===== src/rtl/lbuf_pkg.sv =====
// lbuf_pkg: shared types and default constants for the sprite line-buffer
// scan-out engine.
//   lbuf_state_e : IDLE (waiting for a line strobe) / SCAN (playing a bank out)
//   DEF_*        : default geometry and transparent colour code
package lbuf_pkg;

  typedef enum logic {
    IDLE = 1'b0,
    SCAN = 1'b1
  } lbuf_state_e;

  localparam int         DEF_HW       = 9;
  localparam int         DEF_DW       = 8;
  localparam int         DEF_H_ACTIVE = 288;
  localparam logic [7:0] DEF_CLR_VAL  = 8'h0F;

endpackage


===== src/rtl/lbuf_scanout_if.sv =====
// lbuf_scanout_if: read/write port of the 1024 x 8 sprite line buffer.
//   LB_AD : address {bank, x}, HW+1 bits
//   LB_WR : write strobe (clear-after-read)
//   LB_DI : write data
//   LB_DO : read data, one cycle registered latency from LB_AD
// Modports: master = scan-out engine, slave = line buffer RAM.
interface lbuf_scanout_if
  import lbuf_pkg::*;
#(
  parameter int HW = DEF_HW,
  parameter int DW = DEF_DW
);

  logic [HW:0]   LB_AD;
  logic          LB_WR;
  logic [DW-1:0] LB_DI;
  logic [DW-1:0] LB_DO;

  modport master (output LB_AD, output LB_WR, output LB_DI, input LB_DO);
  modport slave  (input LB_AD, input LB_WR, input LB_DI, output LB_DO);

endinterface


===== src/rtl/lbuf_scanout.sv =====
// lbuf_scanout: read-side engine of the double-banked sprite line buffer.
// Plays bank RD_BANK out one pixel per PCLK_EN while the sprite writer fills
// the other bank; each pixel is read and then overwritten with CLR_VAL so the
// bank comes back empty when the banks swap on LINE_STB.
//
// Ports:
//   CL        in   system clock
//   RESET     in   synchronous active-high reset
//   LINE_STB  in   line start: swap banks, restart the scan (aborts a scan)
//   PCLK_EN   in   pixel enable, at most one pulse per two CL cycles
//   lb        master port to the line buffer RAM (LB_AD/LB_WR/LB_DI/LB_DO)
//   PIX_OUT   out  registered pixel to the mixer
//   PIX_VLD   out  one-cycle pulse when PIX_OUT carries a scanned pixel
//   RD_BANK   out  bank being scanned; the writer uses ~RD_BANK
//   BUSY      out  high while scanning
//
// Build option: LBUF_CLEAR_EN enables the clear-after-read write. Without it
// LB_WR is tied low and the writer must overwrite every pixel itself; read
// timing and PIX_OUT latency are identical in both builds.
//
// state | meaning
// IDLE  | no line in progress, PIX_OUT parked at CLR_VAL
// SCAN  | x walks 0..H_ACTIVE-1; phase 0 = read issued, phase 1 = clear
module lbuf_scanout
  import lbuf_pkg::*;
#(
  parameter int            HW       = DEF_HW,
  parameter int            DW       = DEF_DW,
  parameter int            H_ACTIVE = DEF_H_ACTIVE,
  parameter logic [DW-1:0] CLR_VAL  = DW'(DEF_CLR_VAL)
) (
  input  logic            CL,
  input  logic            RESET,
  input  logic            LINE_STB,
  input  logic            PCLK_EN,
  lbuf_scanout_if.master  lb,
  output logic [DW-1:0]   PIX_OUT,
  output logic            PIX_VLD,
  output logic            RD_BANK,
  output logic            BUSY
);

  localparam logic [HW-1:0] X_LAST = HW'(H_ACTIVE - 1);

  lbuf_state_e   state;
  logic          phase;
  logic [HW-1:0] x;
  logic          idle_pen;

  // The address is held for both the read and the following clear, so it is
  // simply the bank/x flops; x only moves after the clear has been issued.
  assign lb.LB_AD = {RD_BANK, x};
  assign lb.LB_DI = CLR_VAL;
  assign BUSY     = (state == SCAN);

`ifdef LBUF_CLEAR_EN
  assign lb.LB_WR = phase;
`else
  assign lb.LB_WR = 1'b0;
`endif

  always_ff @(posedge CL) begin
    if (RESET) begin
      state    <= IDLE;
      phase    <= 1'b0;
      x        <= '0;
      RD_BANK  <= 1'b0;
      PIX_OUT  <= CLR_VAL;
      PIX_VLD  <= 1'b0;
      idle_pen <= 1'b0;
    end else begin
      PIX_VLD  <= 1'b0;
      // In IDLE the pixel slot still advances with PCLK_EN: the last scanned
      // pixel is shown for one pixel period, then PIX_OUT parks at CLR_VAL
      // with the same two-cycle latency as scanned pixels.
      idle_pen <= PCLK_EN && (state == IDLE) && !LINE_STB;
      if (idle_pen)
        PIX_OUT <= CLR_VAL;

      if (state == SCAN && phase) begin
        // Read data is valid now; the clear is being written this cycle.
        PIX_OUT <= lb.LB_DO;
        PIX_VLD <= 1'b1;
        phase   <= 1'b0;
        if (x == X_LAST) begin
          x     <= '0;
          state <= IDLE;
        end else begin
          x <= x + 1'b1;
        end
      end else if (state == SCAN && PCLK_EN && !LINE_STB) begin
        phase <= 1'b1;
      end

      // A strobe overrides the scan position but lets an in-flight clear and
      // its pixel complete, since the RAM write happens on this same edge.
      if (LINE_STB) begin
        RD_BANK <= ~RD_BANK;
        x       <= '0;
        phase   <= 1'b0;
        state   <= SCAN;
      end
    end
  end

endmodule


===== src/flat_wrapper.sv =====
// flat-port wrapper written by rule: the top's interface ports become plain ports
module lbuf_scanout_flat import lbuf_pkg::*;
#(
  parameter int            HW       = DEF_HW,
  parameter int            DW       = DEF_DW,
  parameter int            H_ACTIVE = DEF_H_ACTIVE,
  parameter logic [DW-1:0] CLR_VAL  = DW'(DEF_CLR_VAL)
)
  (CL, RESET, LINE_STB, PCLK_EN, PIX_OUT, PIX_VLD, RD_BANK, BUSY, lb_LB_AD, lb_LB_WR, lb_LB_DI, lb_LB_DO);
  lbuf_scanout_if #(.HW(HW), .DW(DW)) lb_i ();
  input  logic CL;
  input  logic RESET;
  input  logic LINE_STB;
  input  logic PCLK_EN;
  output logic [DW-1:0] PIX_OUT;
  output logic PIX_VLD;
  output logic RD_BANK;
  output logic BUSY;
  output wire logic [$bits(lb_i.LB_AD)-1:0] lb_LB_AD;
  output wire logic [$bits(lb_i.LB_WR)-1:0] lb_LB_WR;
  output wire logic [$bits(lb_i.LB_DI)-1:0] lb_LB_DI;
  input wire logic [$bits(lb_i.LB_DO)-1:0] lb_LB_DO;
  assign lb_LB_AD = lb_i.LB_AD;
  assign lb_LB_WR = lb_i.LB_WR;
  assign lb_LB_DI = lb_i.LB_DI;
  assign lb_i.LB_DO = lb_LB_DO;
  lbuf_scanout #(.HW(HW), .DW(DW), .H_ACTIVE(H_ACTIVE), .CLR_VAL(CLR_VAL)) u_core (.CL(CL), .RESET(RESET), .LINE_STB(LINE_STB), .PCLK_EN(PCLK_EN), .lb(lb_i), .PIX_OUT(PIX_OUT), .PIX_VLD(PIX_VLD), .RD_BANK(RD_BANK), .BUSY(BUSY));
endmodule

===== config.mk =====
export PLATFORM = sky130hd
export DESIGN_NAME = lbuf_scanout_flat
export DESIGN_NICKNAME = d
export VERILOG_FILES = /design/src/rtl/lbuf_pkg.sv /design/src/rtl/lbuf_scanout_if.sv /design/src/rtl/lbuf_scanout.sv /design/src/flat_wrapper.sv
export SDC_FILE = /design/constraint.sdc
export NUM_CORES = 1
export LEC_CHECK = 0
export ABC_AREA = 0
export BUFFER_PORTS_ARGS = -buffer_cell sky130_fd_sc_hd__buf_4
export CAP_MARGIN = 40
export CORE_MARGIN = 8
export CORE_UTILIZATION = 41
export DETAILED_ROUTE_END_ITERATION = 7
export PLACE_DENSITY = 0.73
export SYNTH_ARGS = -nofsm -noshare
export SYNTH_HDL_FRONTEND = slang
export SYNTH_SLANG_ARGS = --single-unit

===== constraint.sdc =====
create_clock -name CL -period 1.5 [get_ports CL]
set_clock_uncertainty 0.05 [all_clocks]
set_input_delay 0.15 -clock CL [delete_from_list [all_inputs] [get_ports CL]]
set_output_delay 0.15 -clock CL [all_outputs]
set_load 0.03 [all_outputs]

# ---- After elaboration in Yosys (flattened, before gate mapping)
# Index checks and enable logic that the tools add are counted.
# W data, S select, Z words.
dict set report classes {
  addsub 1
  n_eq_ne 1
  muxes 7
  n_bitwise 2
  reduce_logical 12
}
# operator n
set op_table {}
lappend op_table {{$mux W8} 2}
lappend op_table {{$add A9 B1 Y9 const B} 1}
lappend op_table {{$eq A9 B9 Y1 const B} 1}
lappend op_table {{$mux W9} 1}
lappend op_table {{$reduce_bool A2 Y1} 3}
lappend op_table {{$logic_and A1 B1 Y1} 5}
lappend op_table {{$mux W1} 4}
lappend op_table {{$reduce_or A3 Y1} 1}
lappend op_table {{$not A1 Y1} 2}
lappend op_table {{$reduce_and A2 Y1} 1}
lappend op_table {{$reduce_or A2 Y1} 1}
lappend op_table {{$logic_not A1 Y1} 1}
dict set report word_totals {
  register_bits 22
  input_bits 12
  out_inout_bits 30
}

# ---- Logic depth before layout (Yosys ltp)
# Gate-level depths: netlist of the first run.
dict set report logic_depth {
  ltp_word 4
  depth_mapped 4
  mapped_depth_nobuf 4
}

# ---- Worst setup path after synthesis of the first run
# Ideal clock, no wire load.
dict set report synth_timing {
  kind {flip-flop to flip-flop}
  startpoint {register u_core.x[0]}
  endpoint {register u_core.x[8]}
  arrival_ns 1.562
  required_ns 1.376
  setup_slack_ns -0.186
  path_stages_with_launch 5
  period_less_slack_ns 1.686
  path_cell_list {dfxtp_1 -> ha_1 -> nand3_1 -> or4_1 -> a31oi_1}
}
dict set report synth_via {
  elab_chain_cells 2
}
# item line
set synth_lines {}
lappend synth_lines {{from (decl)} lbuf_scanout.sv:47} ;# logic [HW-1:0] x;
lappend synth_lines {{from (signal assigned)} lbuf_scanout.sv:89} ;# x <= x + 1'b1;
lappend synth_lines {{$add A9 B1 Y9 or $eq A9 B9 Y1 (tied branches)} {lbuf_scanout.sv:89, lbuf_scanout.sv:85}}
lappend synth_lines {{$mux W9 *} lbuf_scanout.sv:85} ;# if (x == X_LAST) begin
# Every way passes the cells marked *; elsewhere a longest branch is shown, timed or not.
# A chain may end at the register's enable or synchronous reset.

# ---- Final worst setup path of the first run
# Same ends and word-level chain as after synthesis.

==> reports/qor.yml, run 1 <==
met3_usage_pct: 2.55
postRouteAntennaNets: 0
ir_worst_vdd_v: 0.000619
grt_max_degree: 14
cts_sinks: 22
wl_per_cell_um: 13.7
power.leakage_uw: 0.000569
maxSlewViolCount: 0
hold_path.class: "in -> reg"
setup.worst_path.end_class: "register"
grt.total_usage_pct: 12.3
via_per_inst: 5.09
core_area_um2: 2390
syn-cell-area_um2: 993
cts_hold_buf: 0
place_hpwl_mm: 1.92
final_cell_mix: "buf_4 (41), dfxtp_1 (17), nor2_1 (9), conb_1 (9)"
num_rows: 18
fillCellCount: 226
placed_area_um2: 1280
syn_area_per_cell_um2: 8.56
antennaDiodeCount: 0
whs_ps: 24.3
die_w_um: 65.2
yosysUniqueCellTypes: 30
synth_seq_area_share_pct: 44.3
critPathTopFamily: "simple AND/OR/NAND/NOR gates"
pin_count: 42
clock_path_buffers: 2
critPathKind: "reg -> reg"
path_cells: "ha_2, nand3_4, or4_1, a31oi_1"
grt_use_met2_pct: 20.3
yosysWarnings: 0
start_kind: "register"
initial_utilization_pct: 41.6
ctsHtreeMaxLevel: 1
busiest_layer: "met2"
finalPower_uw: 1180
yosys.area.top_type_share_pct: 44.3
fin_crit_sh_pct: 97.3
hold_viol: 0
cp.arrival_ps: 1650
cts_root_buffer: "clkbuf_4"
die_area_um2: 4250
max_cap_viol_count: 0
drt-total-wl_mm: 2.52
cp.buffers_inverters: 0
rsz0062_at_grt: "no"
grt_pass1_vias: 963
finalWeightedCongestion: 0.799
syn-instance-count: 116
drcViolationCount: 0
layout_commonest_cell: "buf_4"
area_delta_synth_final_pct: 39.2
fin_tns_setup_ps: 0
status: "finished clean"
fin_util_pct: 57.9
nets: 168
grt_overflow: 0
io_buffers: 32
drive_above_1_share_pct: 38.3
die_h_um: 65.2
antenna_found_initial: 0
cp.required_ps: 1690
fin_crit_ps: 1460
drtPass1Iterations: 4
yosysTopAreaCell: "dfxtp_1"
setup_violations: 0
slowest_stage: "or4_1"
vias: 936
fin_area_um2: 1380
clkLatencyLatePin_ps: 310
cts_tree: "built"
grtUsageMet1_pct: 14.3
cts_made_buffers: 3
synth_area_leaders: "dfxtp_1 (44%), buf_4 (7.6%), a21oi_1 (4.0%), nand3b_1 (3.8%), nand3_1 (3.5%)"
slowest_delay_ps: 470
clkTransAtPathRegs_ps: 130
powerDensity_nw_per_um2: 856
grt_pass1_wl_mm: 4.30
cp_max_fo: 6
synth-seq-cells: 22
drtIter0Drc: 25
max_freq_mhz: 685
final timing paths:
check / from / to / slack, ps / cells after the start
worst max-delay path: u_core.x[0]$_SDFFE_PP0P_ / u_core.x[8]$_SDFFE_PP0P_ / 40 / 4
worst min-delay path: RESET / u_core.BUSY$_SDFFE_PP0P_ / 20 / 2
worst max register to register: u_core.x[0]$_SDFFE_PP0P_ / u_core.x[8]$_SDFFE_PP0P_ / 40 / 4
worst min register to register: u_core.PIX_OUT[7]$_SDFFE_PP0P_ / u_core.PIX_OUT[7]$_SDFFE_PP0P_ / 450 / 2
stage by stage:
| step | worst slack [ps] | instances |
|---|---|---|
| 6_report | 40.6 | 184 |
| 5_1_grt | 2.88 | 184 |
| 4_1_cts | 28.8 | 183 |
| 3_5_place_dp | -1.78 | 179 |
| 3_3_place_gp | 79.7 | 179 |
| 2_1_floorplan | -65.2 | 123 |
logic make-up after synthesis:
logic type	count (synthesis)	synth area share, %
AO/OA/AOI/OAI	23	14.1
other	2	0.756
AND/OR/NAND/NOR	48	26.6
flip-flops	22	44.3
adder cells (fa/ha/maj)	1	1.26
XOR/XNOR	3	2.65
buffers and inverters	17	10.3
routing by layer:
metal / routed length, um / share of wire [%]
met1: 1030 / 41
met2: 1300 / 52
met3: 143 / 5.7
met4: 42 / 1.7
met5: 0 / 0
worst reg2reg max path, stage by stage, from the launching register on:
cell and delay [ps]:
dfxtp_4 390, ha_2 210, nand3_4 100, or4_1 470, a31oi_1 160
synth_stat cells, drive strengths merged:
| cell | number |
|---|---|
| dfxtp | 22 |
| buf | 11 |
| nor2 | 9 |
| a21oi | 8 |
| nand2 | 7 |
| nand3 | 7 |
| nor3 | 6 |
| nand3b | 5 |
| o21ai | 5 |
| o21bai | 4 |
| clkbuf | 3 |
| inv | 3 |
| or3 | 3 |
| or4 | 3 |
| xnor2 | 3 |
| a211oi | 2 |
| conb | 2 |
| nand4 | 2 |
| o31ai | 2 |
| a311oi | 1 |
| a31oi | 1 |
| and2 | 1 |
| ha | 1 |
| nand2b | 1 |
| nor3b | 1 |
| nor4 | 1 |
| or2 | 1 |
| or4b | 1 |
cell type report:
type | instances | area (um^2) | area share (%)
multi-input combinational | 84 | 519 | 37.6
sequential | 22 | 454 | 32.9
timing repair buffer | 41 | 308 | 22.3
tap | 30 | 37.5 | 2.71
clock inverter | 1 | 30.0 | 2.17
clock buffer | 3 | 22.5 | 1.63
inverter | 3 | 11.3 | 0.814
state kept, by name, summed over array words and instances, names as in the netlist:
register	cells
u_core.BUSY	1
u_core.PIX_OUT	8
u_core.x	9
u_core.phase	1
u_core.PIX_VLD	1
u_core.idle_pen	1
u_core.RD_BANK	1
where the power goes:
part           switching [uW]  internal, uW
Sequential               9.92           589
Combinational            77.3          46.3
Clock                     191           270
repair_timing:
| item | in CTS | in global routing |
|---|---|---|
| setup endpoints to repair | 4 | 7 |
| hold endpoints to repair | 0 | 0 |
| pin swaps | 0 | 4 |
| resized for setup | 2 | 9 |
| buffers inserted | 0 | 1 |
No activity file was read; power rests on OpenSTA's default activity.
==> run 2: changes to the inputs <==
Settings changed: CORE_MARGIN 8 to 2.
==> reports/qor.yml, run 2 (synthesis results as in run 1) <==
status: "finished clean"
finalPower_uw: 1040  # -12%
fin_area_um2: 1350  # -2.3%
cts_made_buffers: 3  # unchanged
fin_crit_sh_pct: 95.8  # -1.5 points
start_kind: "register"
met2_length_mm: 1.10  # -15%
worstHoldStart: "RESET"
vias: 927  # -0.96%
wl_met1_um: 983  # -4.7%
max_cap_viol_count: 0  # unchanged
fin_util_pct: 59.9  # +2.0 points
layout_commonest_cell: "buf_4"
die_area_um2: 2830  # -33%
grt_pass1_vias: 728  # -24%
cts_hold_buf: 0  # unchanged
cp.buffers_inverters: 0  # unchanged
core_area_um2: 2250  # -5.6%
max_freq_mhz: 696  # +1.6%
maxUsedRoutingLayer: "met4"
antenna_found_initial: 0  # unchanged
cts_sinks: 22  # unchanged
nets: 167  # -0.60%
cts_root_buffer: "clkbuf_4"
cts_tree: "built"
power.leakage_uw: 0.000555  # -2.4%
fillCellCount: 215  # -4.9%
place_hpwl_mm: 1.61  # -16%
num_rows: 17  # -1
multi_input_area_um2: 519  # unchanged
largest_registers: "u_core.x (9), u_core.PIX_OUT (8)"
rsz0062_at_grt: "no"
pin_count: 42  # unchanged
initial_utilization_pct: 44.1  # +2.4 points
setup_violations: 0  # unchanged
cp.required_ps: 1640  # -50 ps
io_buffers: 32  # unchanged
regMostFlops: "u_core.x"
min_to: "u_core.BUSY$_SDFFE_PP0P_"
critPathTopFamily: "simple AND/OR/NAND/NOR gates"
antennaDiodeCount: 0  # unchanged
setup.worst_path.end_class: "register"
cp_max_fo: 5  # -1
ctsHtreeMaxLevel: 1  # unchanged
hold_path.class: "in -> reg"
area_delta_synth_final_pct: 36.0
finalWeightedCongestion: 0.754  # -5.7%
wl_per_cell_um: 12.2  # -11%
drtPass1Iterations: 4  # unchanged
die_w_um: 53.2  # -18%
drcViolationCount: 0  # unchanged
postRouteAntennaNets: 0  # unchanged
r2r-end: "u_core.x[1]$_SDFFE_PP0P_"
critPathKind: "reg -> reg"
largest_reg_flops: 9  # unchanged
drtIter0Drc: 19  # -24%
grt_max_degree: 14  # unchanged
final_cell_mix: "buf_4 (40), dfxtp_1 (17), nor2_1 (9), conb_1 (9), a21oi_1 (8)"
placed_area_um2: 1270  # -0.20%
clkLatencyLatePin_ps: 300  # about the same
powerDensity_nw_per_um2: 771  # -9.9%
rr_startpoint: "u_core.x[7]$_SDFFE_PP0P_"
grt_pass1_wl_mm: 3.18  # -26%
maxSlewViolCount: 0  # unchanged
rrSetupSlack_ps: 60  # +20 ps
path_cells: "or4b_4, nor3_1, o21ai_0"
grt_overflow: 0  # unchanged
hold_viol: 0  # unchanged
drt-total-wl_mm: 2.21  # -12%
slowest_stage: "or4b_4"
slowest_delay_ps: 540  # +70 ps
grt.total_usage_pct: 15.2  # +2.9 points
clock_path_buffers: 2  # unchanged
wl_met3_um: 101  # -29%
whs_ps: 30.4  # +6.13 ps
seqCellArea_um2: 449  # -1.1%
hold_depth: 2  # unchanged
fin_crit_ps: 1440  # -22.6 ps
die_h_um: 53.2  # -18%
cp.arrival_ps: 1580  # -70 ps
worst_r2r_path_depth: 3  # -1
clkTransAtPathRegs_ps: 120  # about the same
ir_worst_vdd_v: 0.000660  # +6.5%
via_per_inst: 5.12  # +0.68%
drive_above_1_share_pct: 36.6  # -1.7 points
==> run 2: timing repair <==
item / 4_1_cts / 5_1_grt
endpoints found under the setup margin: 2 / 7
buffers inserted: 0 / 0
pin swaps: 0 / 1
gates resized for setup: 1 / 7
==> run 2: layout make-up <==
type	count	area share, %
timing repair buffer	40	22.2
tap	28	2.59
multi-input combinational	84	38.4
clock buffer	4	2.69
sequential	22	33.2
inverter	3	0.833
==> run 2: worst reg2reg max path, stage by stage (launching register included) <==
cell and delay (ps):
dfxtp_1 370, or4b_4 540, nor3_1 240, o21ai_0 130
==> run 2: how the worst max path moves through the flow <==
| stage | cells past startpoint | start | to | slack (ps) |
|---|---|---|---|---|
| global route | 3 | u_core.x[7]$_SDFFE_PP0P_ | u_core.x[1]$_SDFFE_PP0P_ | 8 |
| finish | 3 | u_core.x[7]$_SDFFE_PP0P_ | u_core.x[1]$_SDFFE_PP0P_ | 60 |
| global placement | 4 | u_core.x[0]$_SDFFE_PP0P_ | u_core.x[8]$_SDFFE_PP0P_ | 40 |
| CTS | 4 | u_core.x[0]$_SDFFE_PP0P_ | u_core.x[8]$_SDFFE_PP0P_ | 3 |
| detailed placement | 4 | u_core.x[0]$_SDFFE_PP0P_ | u_core.x[8]$_SDFFE_PP0P_ | -20 |
| floorplan | 4 | u_core.x[0]$_SDFFE_PP0P_ | u_core.x[8]$_SDFFE_PP0P_ | -70 |
==> run 2: through the flow <==
stage / setup WS, ps / cells / TNS (ps)
after floorplan: -65.2 / 123 / -65.2
after global placement: 35.9 / 177 / 0
after detailed placement: -25.0 / 177 / -25.0
after CTS: 2.63 / 181 / 0
after global routing: 7.95 / 181 / 0
final: 63.1 / 181 / 0
==> run 2: where the power goes <==
part	total, uW	switching, uW	internal [uW]
clock	320	172	148
combinational	121	75.7	45.7
sequential	601	10.0	591
total	1040	257	785
==> run 2: metal layers <==
layer	vias to the layer above	global-route usage, %
li1	469	-
met1	427	19.9
met2	27	23.9
met3	4	1.98
met4	0	8.55
met5	-	0
